--- config.mk ---
export PLATFORM = sky130hd
export DESIGN_NAME = masked_serial_adder
export DESIGN_NICKNAME = d
export VERILOG_FILES = /design/src/rtl/masked_adder_pkg.sv /design/src/rtl/dom_and_reg.sv /design/src/rtl/masked_serial_adder.sv
export SDC_FILE = /design/constraint.sdc
export NUM_CORES = 1
export LEC_CHECK = 0
export ABC_AREA = 1
export CAP_MARGIN = 5
export CORE_UTILIZATION = 47
export CTS_CLUSTER_DIAMETER = 150
export CTS_CLUSTER_SIZE = 10
export DETAILED_ROUTE_END_ITERATION = 10
export PLACE_DENSITY = 0.77
export SKIP_CTS_REPAIR_TIMING = 1
export SYNTH_ARGS = -nofsm -noshare
export SYNTH_HDL_FRONTEND = slang
export SYNTH_SLANG_ARGS = --single-unit
export TNS_END_PERCENT = 30
--- constraint.sdc ---
create_clock -name clk -period 1.9 [get_ports clk]
set_input_delay 0.38 -clock clk [delete_from_list [all_inputs] [get_ports clk]]
set_output_delay 0.38 -clock clk [all_outputs]
set_load 0.02 [all_outputs]
--- src/rtl/masked_adder_pkg.sv ---
// Shared definitions for the two-share masked serial adder.
// Contents:
//   state_e      - adder control FSM states
//   NUM_SHARES   - Boolean shares per masked variable
//   RND_PER_BIT  - fresh random bits consumed per processed bit
//   idx_width()  - width of the bit-index counter (clog2, minimum 1)
package masked_adder_pkg;

    typedef enum logic [1:0] {
        StIdle    = 2'd0,
        StCompute = 2'd1,
        StCombine = 2'd2,
        StDone    = 2'd3
    } state_e;

    localparam int unsigned NUM_SHARES  = 2;
    localparam int unsigned RND_PER_BIT = 2;

    function automatic int unsigned idx_width(input int unsigned width);
        return (width > 1) ? $clog2(width) : 1;
    endfunction

endpackage

--- src/rtl/dom_and_reg.sv ---
// Registered two-share domain-oriented AND gadget: z = x & y.
// Ports:
//   clk, rst       - clock, asynchronous active-high reset
//   en             - load the four partial-product registers
//   x0, x1, y0, y1 - input shares
//   r              - fresh random bit that masks both cross terms
//   z0, z1         - output shares, combinational from the registered terms
module dom_and_reg (
    input  logic clk,
    input  logic rst,
    input  logic en,
    input  logic x0,
    input  logic x1,
    input  logic y0,
    input  logic y1,
    input  logic r,
    output logic z0,
    output logic z1
);

    logic r_x0y0;
    logic r_x1y1;
    logic r_x0y1;
    logic r_x1y0;

    // Cross terms are masked with r and registered before they are folded into
    // a share domain, so no glitch can expose x0&y1 next to x0&y0.
    always_ff @(posedge clk or posedge rst) begin
        if (rst) begin
            r_x0y0 <= 1'b0;
            r_x1y1 <= 1'b0;
            r_x0y1 <= 1'b0;
            r_x1y0 <= 1'b0;
        end else if (en) begin
            r_x0y0 <= x0 & y0;
            r_x1y1 <= x1 & y1;
            r_x0y1 <= (x0 & y1) ^ r;
            r_x1y0 <= (x1 & y0) ^ r;
        end
    end

    assign z0 = r_x0y0 ^ r_x0y1;
    assign z1 = r_x1y1 ^ r_x1y0;

endmodule

--- src/rtl/masked_serial_adder.sv ---
// Two-share Boolean-masked WIDTH-bit ripple adder, one bit per two cycles.
// Ports:
//   clk, rst               - clock, asynchronous active-high reset
//   in_valid / in_ready    - operand handshake
//   a0, a1, b0, b1         - shares of operands A and B
//   cin0, cin1             - shares of the carry-in
//   rnd, rnd_req           - fresh randomness, sampled at COMPUTE edges only
//   out_valid / out_ready  - result handshake
//   sum0, sum1             - shares of (A + B + cin) mod 2^WIDTH
//   cout0, cout1           - shares of the carry-out
module masked_serial_adder
    import masked_adder_pkg::*;
#(
    parameter int unsigned WIDTH = 8
) (
    input  logic                   clk,
    input  logic                   rst,
    input  logic                   in_valid,
    output logic                   in_ready,
    input  logic [WIDTH-1:0]       a0,
    input  logic [WIDTH-1:0]       a1,
    input  logic [WIDTH-1:0]       b0,
    input  logic [WIDTH-1:0]       b1,
    input  logic                   cin0,
    input  logic                   cin1,
    input  logic [RND_PER_BIT-1:0] rnd,
    output logic                   rnd_req,
    output logic                   out_valid,
    input  logic                   out_ready,
    output logic [WIDTH-1:0]       sum0,
    output logic [WIDTH-1:0]       sum1,
    output logic                   cout0,
    output logic                   cout1
);

    localparam int unsigned    IW       = idx_width(WIDTH);
    localparam logic [IW-1:0]  LAST_IDX = IW'(WIDTH - 1);

    state_e           r_state;
    state_e           w_state_next;
    logic [WIDTH-1:0] r_a0, r_a1, r_b0, r_b1;
    logic [WIDTH-1:0] r_sum0, r_sum1;
    logic             r_c0, r_c1;
    logic             r_cout0, r_cout1;
    logic [IW-1:0]    r_idx;

    logic w_p0, w_p1;
    logic w_s0, w_s1;
    logic w_g0, w_g1;
    logic w_t0, w_t1;
    logic w_compute;
    logic w_last;

    // Every expression below stays inside one share domain.
    assign w_p0      = r_a0[0] ^ r_b0[0];
    assign w_p1      = r_a1[0] ^ r_b1[0];
    assign w_s0      = w_p0 ^ r_c0;
    assign w_s1      = w_p1 ^ r_c1;
    assign w_compute = (r_state == StCompute);
    assign w_last    = (r_idx == LAST_IDX);

    // Generate term g = a & b.
    dom_and_reg u_gen (
        .clk (clk),
        .rst (rst),
        .en  (w_compute),
        .x0  (r_a0[0]),
        .x1  (r_a1[0]),
        .y0  (r_b0[0]),
        .y1  (r_b1[0]),
        .r   (rnd[0]),
        .z0  (w_g0),
        .z1  (w_g1)
    );

    // Propagate term t = c & p; g and t are never both 1, so XOR acts as OR.
    dom_and_reg u_prop (
        .clk (clk),
        .rst (rst),
        .en  (w_compute),
        .x0  (r_c0),
        .x1  (r_c1),
        .y0  (w_p0),
        .y1  (w_p1),
        .r   (rnd[1]),
        .z0  (w_t0),
        .z1  (w_t1)
    );

    always_ff @(posedge clk or posedge rst) begin
        if (rst) begin
            r_state <= StIdle;
        end else begin
            r_state <= w_state_next;
        end
    end

    always_comb begin
        w_state_next = r_state;
        unique case (r_state)
            StIdle:    if (in_valid) w_state_next = StCompute;
            StCompute: w_state_next = StCombine;
            StCombine: w_state_next = w_last ? StDone : StCompute;
            StDone:    if (out_ready) w_state_next = StIdle;
            default:   w_state_next = StIdle;
        endcase
    end

    always_comb begin
        in_ready  = 1'b0;
        rnd_req   = 1'b0;
        out_valid = 1'b0;
        unique case (r_state)
            StIdle:    in_ready  = ~rst;
            StCompute: rnd_req   = 1'b1;
            StDone:    out_valid = 1'b1;
            default:   ;
        endcase
    end

    always_ff @(posedge clk or posedge rst) begin
        if (rst) begin
            r_a0    <= '0;
            r_a1    <= '0;
            r_b0    <= '0;
            r_b1    <= '0;
            r_sum0  <= '0;
            r_sum1  <= '0;
            r_c0    <= 1'b0;
            r_c1    <= 1'b0;
            r_cout0 <= 1'b0;
            r_cout1 <= 1'b0;
            r_idx   <= '0;
        end else begin
            unique case (r_state)
                StIdle: begin
                    if (in_valid) begin
                        r_a0  <= a0;
                        r_a1  <= a1;
                        r_b0  <= b0;
                        r_b1  <= b1;
                        r_c0  <= cin0;
                        r_c1  <= cin1;
                        r_idx <= '0;
                    end
                end
                StCompute: begin
                    // Sum bits enter at the MSB; after WIDTH steps bit 0 sits at the LSB.
                    r_sum0 <= (r_sum0 >> 1) | (WIDTH'(w_s0) << (WIDTH - 1));
                    r_sum1 <= (r_sum1 >> 1) | (WIDTH'(w_s1) << (WIDTH - 1));
                end
                StCombine: begin
                    r_c0 <= w_g0 ^ w_t0;
                    r_c1 <= w_g1 ^ w_t1;
                    if (w_last) begin
                        r_cout0 <= w_g0 ^ w_t0;
                        r_cout1 <= w_g1 ^ w_t1;
                    end else begin
                        r_idx <= r_idx + 1'b1;
                        r_a0  <= r_a0 >> 1;
                        r_a1  <= r_a1 >> 1;
                        r_b0  <= r_b0 >> 1;
                        r_b1  <= r_b1 >> 1;
                    end
                end
                default: ;
            endcase
        end
    end

    assign sum0  = r_sum0;
    assign sum1  = r_sum1;
    assign cout0 = r_cout0;
    assign cout1 = r_cout1;

endmodule

==> impl_results.md, run 1 <==
* Largest net degree at the start of global routing at 41
* Grt ovf at 0
* DRT Wirelength at around 6100 um
* Die Ht at roughly 85 um
* Nets at 495
* Final hold slack at 0.472 ns
* Post-synthesis xor/xnor area fraction at around 1.1%
* First-pass DRT Iterations at 7
* Setup CP Type: register to output pin
* Arr. time, crit path at ~1.3 ns
* Root buffer cell: clkbuf_8
* EDFF count, synth at 0
* I/O pins at 61
* Final Hold Viols at 0
* Final min period at between 1.5 and 2 ns
* CTS tree: built
* Clock slew at reported path FFs at 0.07 ns
* Starting Density at between 40% and 50%
* Synth Register Bits at 65
* Vias in the first global route at between 2000 and 3000
* Via density at approximately 5
* Multiplexer share of the synthesized area at 0%
* TritonCTS buffer count at 9
* Cells after Synth at 387
* Die Span X at 84.7 um
* Peak VDD IR at 0.708 mV
* Clock Latency Late Sink at 0.33 ns
* Slowest cell on crit path: clkdlybuf4s50_1
* Antenna fix cells at 0
* Global-route usage over all layers at between 10% and 20%
* Final GP Congestion at 0.754
* Least-Margin Pin Slew at 0.491 ns
* Final setup viols at 0
* CP required at 1.52 ns
* Min-Delay Path Class: register to register
* CP delay by family, top: buffers and inverters
* P&R area growth vs syn at 26.6%
* Status: finished with violations
* Finished Cell Area at 4070 sq um
* Die ar. at 7180 sq um
* Worst setup EP type: output pin
* Clock Sinks at 65
* Top cell type's share of synthesized area at between 50% and 60%
* Htree depth at 3
* Clock tree buffer depth at 2
* Largest family of logic cells by synthesized area: simple AND/OR/NAND/NOR gates
* FMAX at 583 MHz
* Synth cell types at 24
* Largest cells by area after synthesis: dfrtp_1 (51%), nand2_1 (16%), o21ai_0 (7.3%)
* Cell with the most instances after synthesis: nand2_1
* Max-cap violations at 0
* Port Buffers at 60
* RSZ-0062 raised after global routing: no
* CP Buf/Inv Count at 1
* CP cell instances: clkdlybuf4s50_1
* Critical path peak fanout at 3
* Detailed-route DRC error count at 3
* Max-slew violation count at 0
* Share of layout cells above drive strength 1 at 12.1%
* Via Count at approximately 2600
* Sequential element share of the synthesized area at 50.6%
* Skew final at ~0.007 ns
* Global-route wire length before repair at between 10000 and 15000 um
* Commonest cells post-synth: nand2_1 (140), dfrtp_1 (65), o21ai_0 (47), inv_1 (46), o21ai_2 (18)
* Post-synthesis compound-gate area fraction at 15.3%
* First DRT Iteration DRCs at between 100 and 150
* Slew margin rel. at 67.2%
* Wire length per cell at roughly 12 um
* Failing checks: design-rule violations
* Syn. warnings at 0
* Area share of and/or/nand/nor cells after synthesis at 21.0%
* Synth Area in Adders at around 2.3%
* Crit-path max cell delay at about 0.62 ns
* Worst Setup Start Kind: register
* Core ar. at about 6500 sq um
* Initial antenna violation count at 0
* Leak Pwr at ~2.1 nW
* Dpl cell area at around 4000 sq um
* Async set-reset flop share out of synthesis at 100%
* Rows at 29
* Syn nets at about 430
* Synth Cell Area at roughly 3200 sq um
* Fill count at between 500 and 600
* Fin crit share at 90.3%
* Synth Flop Type: dfrtp_1
* Cell area power density at about 1600 nW/um^2
* Detailed placer's ending HPWL at 4380 um
* Final ANT Viol Nets at 0
* Post-Syn Area per Cell at 8.31 sq um
* Cell taking the most area after synthesis: dfrtp_1
==> worst paths after layout <==
| check | from | endpoint | slack [ns] | cells past startpoint |
|---|---|---|---|---|
| max | sum1[3] | sum1[3] | 0.18 | 1 |
| min | sum0[0] | sum0[0] | 0.47 | 2 |
| max reg2reg | r_idx[0] | r_b0[7] | 0.20 | 8 |
| min reg2reg | sum0[0] | sum0[0] | 0.47 | 2 |
| max in group asynchronous | rst | r_b1[6] | 0.91 | 4 |
| min in group asynchronous | rst | sum1[1] | 0.51 | 3 |
==> state kept, by name, summed over array words and instances (netlist names) <==
name	cells
sum1	8
r_b1	8
u_prop.r_x1y1	1
sum0	8
r_a1	8
u_prop.r_x0y1	1
r_idx	3
u_gen.r_x1y1	1
cout1	1
r_b0	8
cout0	1
u_gen.r_x1y0	1
r_c0	1
u_prop.r_x0y0	1
u_gen.r_x0y0	1
u_gen.r_x0y1	1
r_c1	1
r_state	2
u_prop.r_x1y0	1
r_a0	8
==> stage by stage <==
step / power, W / util (%) / cells / worst slack [ns] / TNS, ns
finish: 0.00636 / 63.0 / 530 / 0.184 / 0
global route: 0.00697 / 63.0 / 530 / 0.0313 / 0
CTS: 0.00645 / 62.9 / 530 / -0.156 / -0.423
detailed placement: 0.00543 / 60.4 / 515 / -0.0590 / -0.0590
global placement: 0.00529 / 60.4 / 515 / -0.0399 / -0.0399
floorplan: 0.00459 / - / 387 / 0.443 / 0
==> power breakdown <==
group	total, W	internal (W)	switching, W	leakage (nW)
Sequential	0.00235	0.00201	0.000343	0.819
Clock	0.000980	0.000492	0.000487	0.0887
Combinational	0.00304	0.00123	0.00180	1.16
==> kinds of logic after synthesis <==
kind of cell | count (synthesis)
AOI/OAI and AO/OA | 77
xor gates and xnor gates | 4
adders and majority gates | 6
buffers and inverters | 66
DFF | 65
and+or+nand+nor | 169
==> area by class of cell <==
class | count | area, sq um | share of cell area (%)
inverters | 48 | 184 | 4.52
multi-input cells | 256 | 1280 | 31.3
clock buffers | 11 | 141 | 3.47
well taps | 77 | 96.3 | 2.37
clock inverters | 4 | 20.0 | 0.492
flip-flops and latches | 65 | 1630 | 40.0
repair buffers | 69 | 726 | 17.8
==> metal layers <==
metal	up-vias	track usage [%]	wire, um
met2	65	32.9	3030
met1	1187	23.6	2730
met3	13	5.90	274
met5	-	0	0
li1	1323	-	-
met4	0	8.47	112
==> placed cells by master, fill, tap and decap left out <==
| cell | count |
|---|---|
| nand2_1 | 140 |
| dfrtp_1 | 64 |
| clkdlybuf4s50_1 | 57 |
| o21ai_0 | 47 |
| inv_1 | 45 |
| o21ai_2 | 18 |
| nor2_1 | 14 |
| clkbuf_8 | 10 |
| nand3_1 | 9 |
| ha_1 | 6 |
| buf_4 | 5 |
| o21a_1 | 4 |
| a21oi_2 | 4 |
| xor2_1 | 4 |
| clkinv_2 | 4 |
| buf_12 | 4 |
| dlymetal6s2s_1 | 3 |
| inv_2 | 2 |
| nor2_4 | 2 |
| o21ai_1 | 2 |
| o21ai_4 | 1 |
| nand2_4 | 1 |
| or2_2 | 1 |
| nor2_2 | 1 |
| nor3_1 | 1 |
| clkinvlp_4 | 1 |
| o31ai_1 | 1 |
| clkbuf_1 | 1 |
| dfrtp_2 | 1 |
No activity file was read; power rests on OpenSTA's default activity.
==> run 2: changes to the inputs <==
- CTS_CLUSTER_SIZE: 10 -> 25
==> results of run 2 <==
No change in the layout: final DEF, timing and power equal those of run 1.
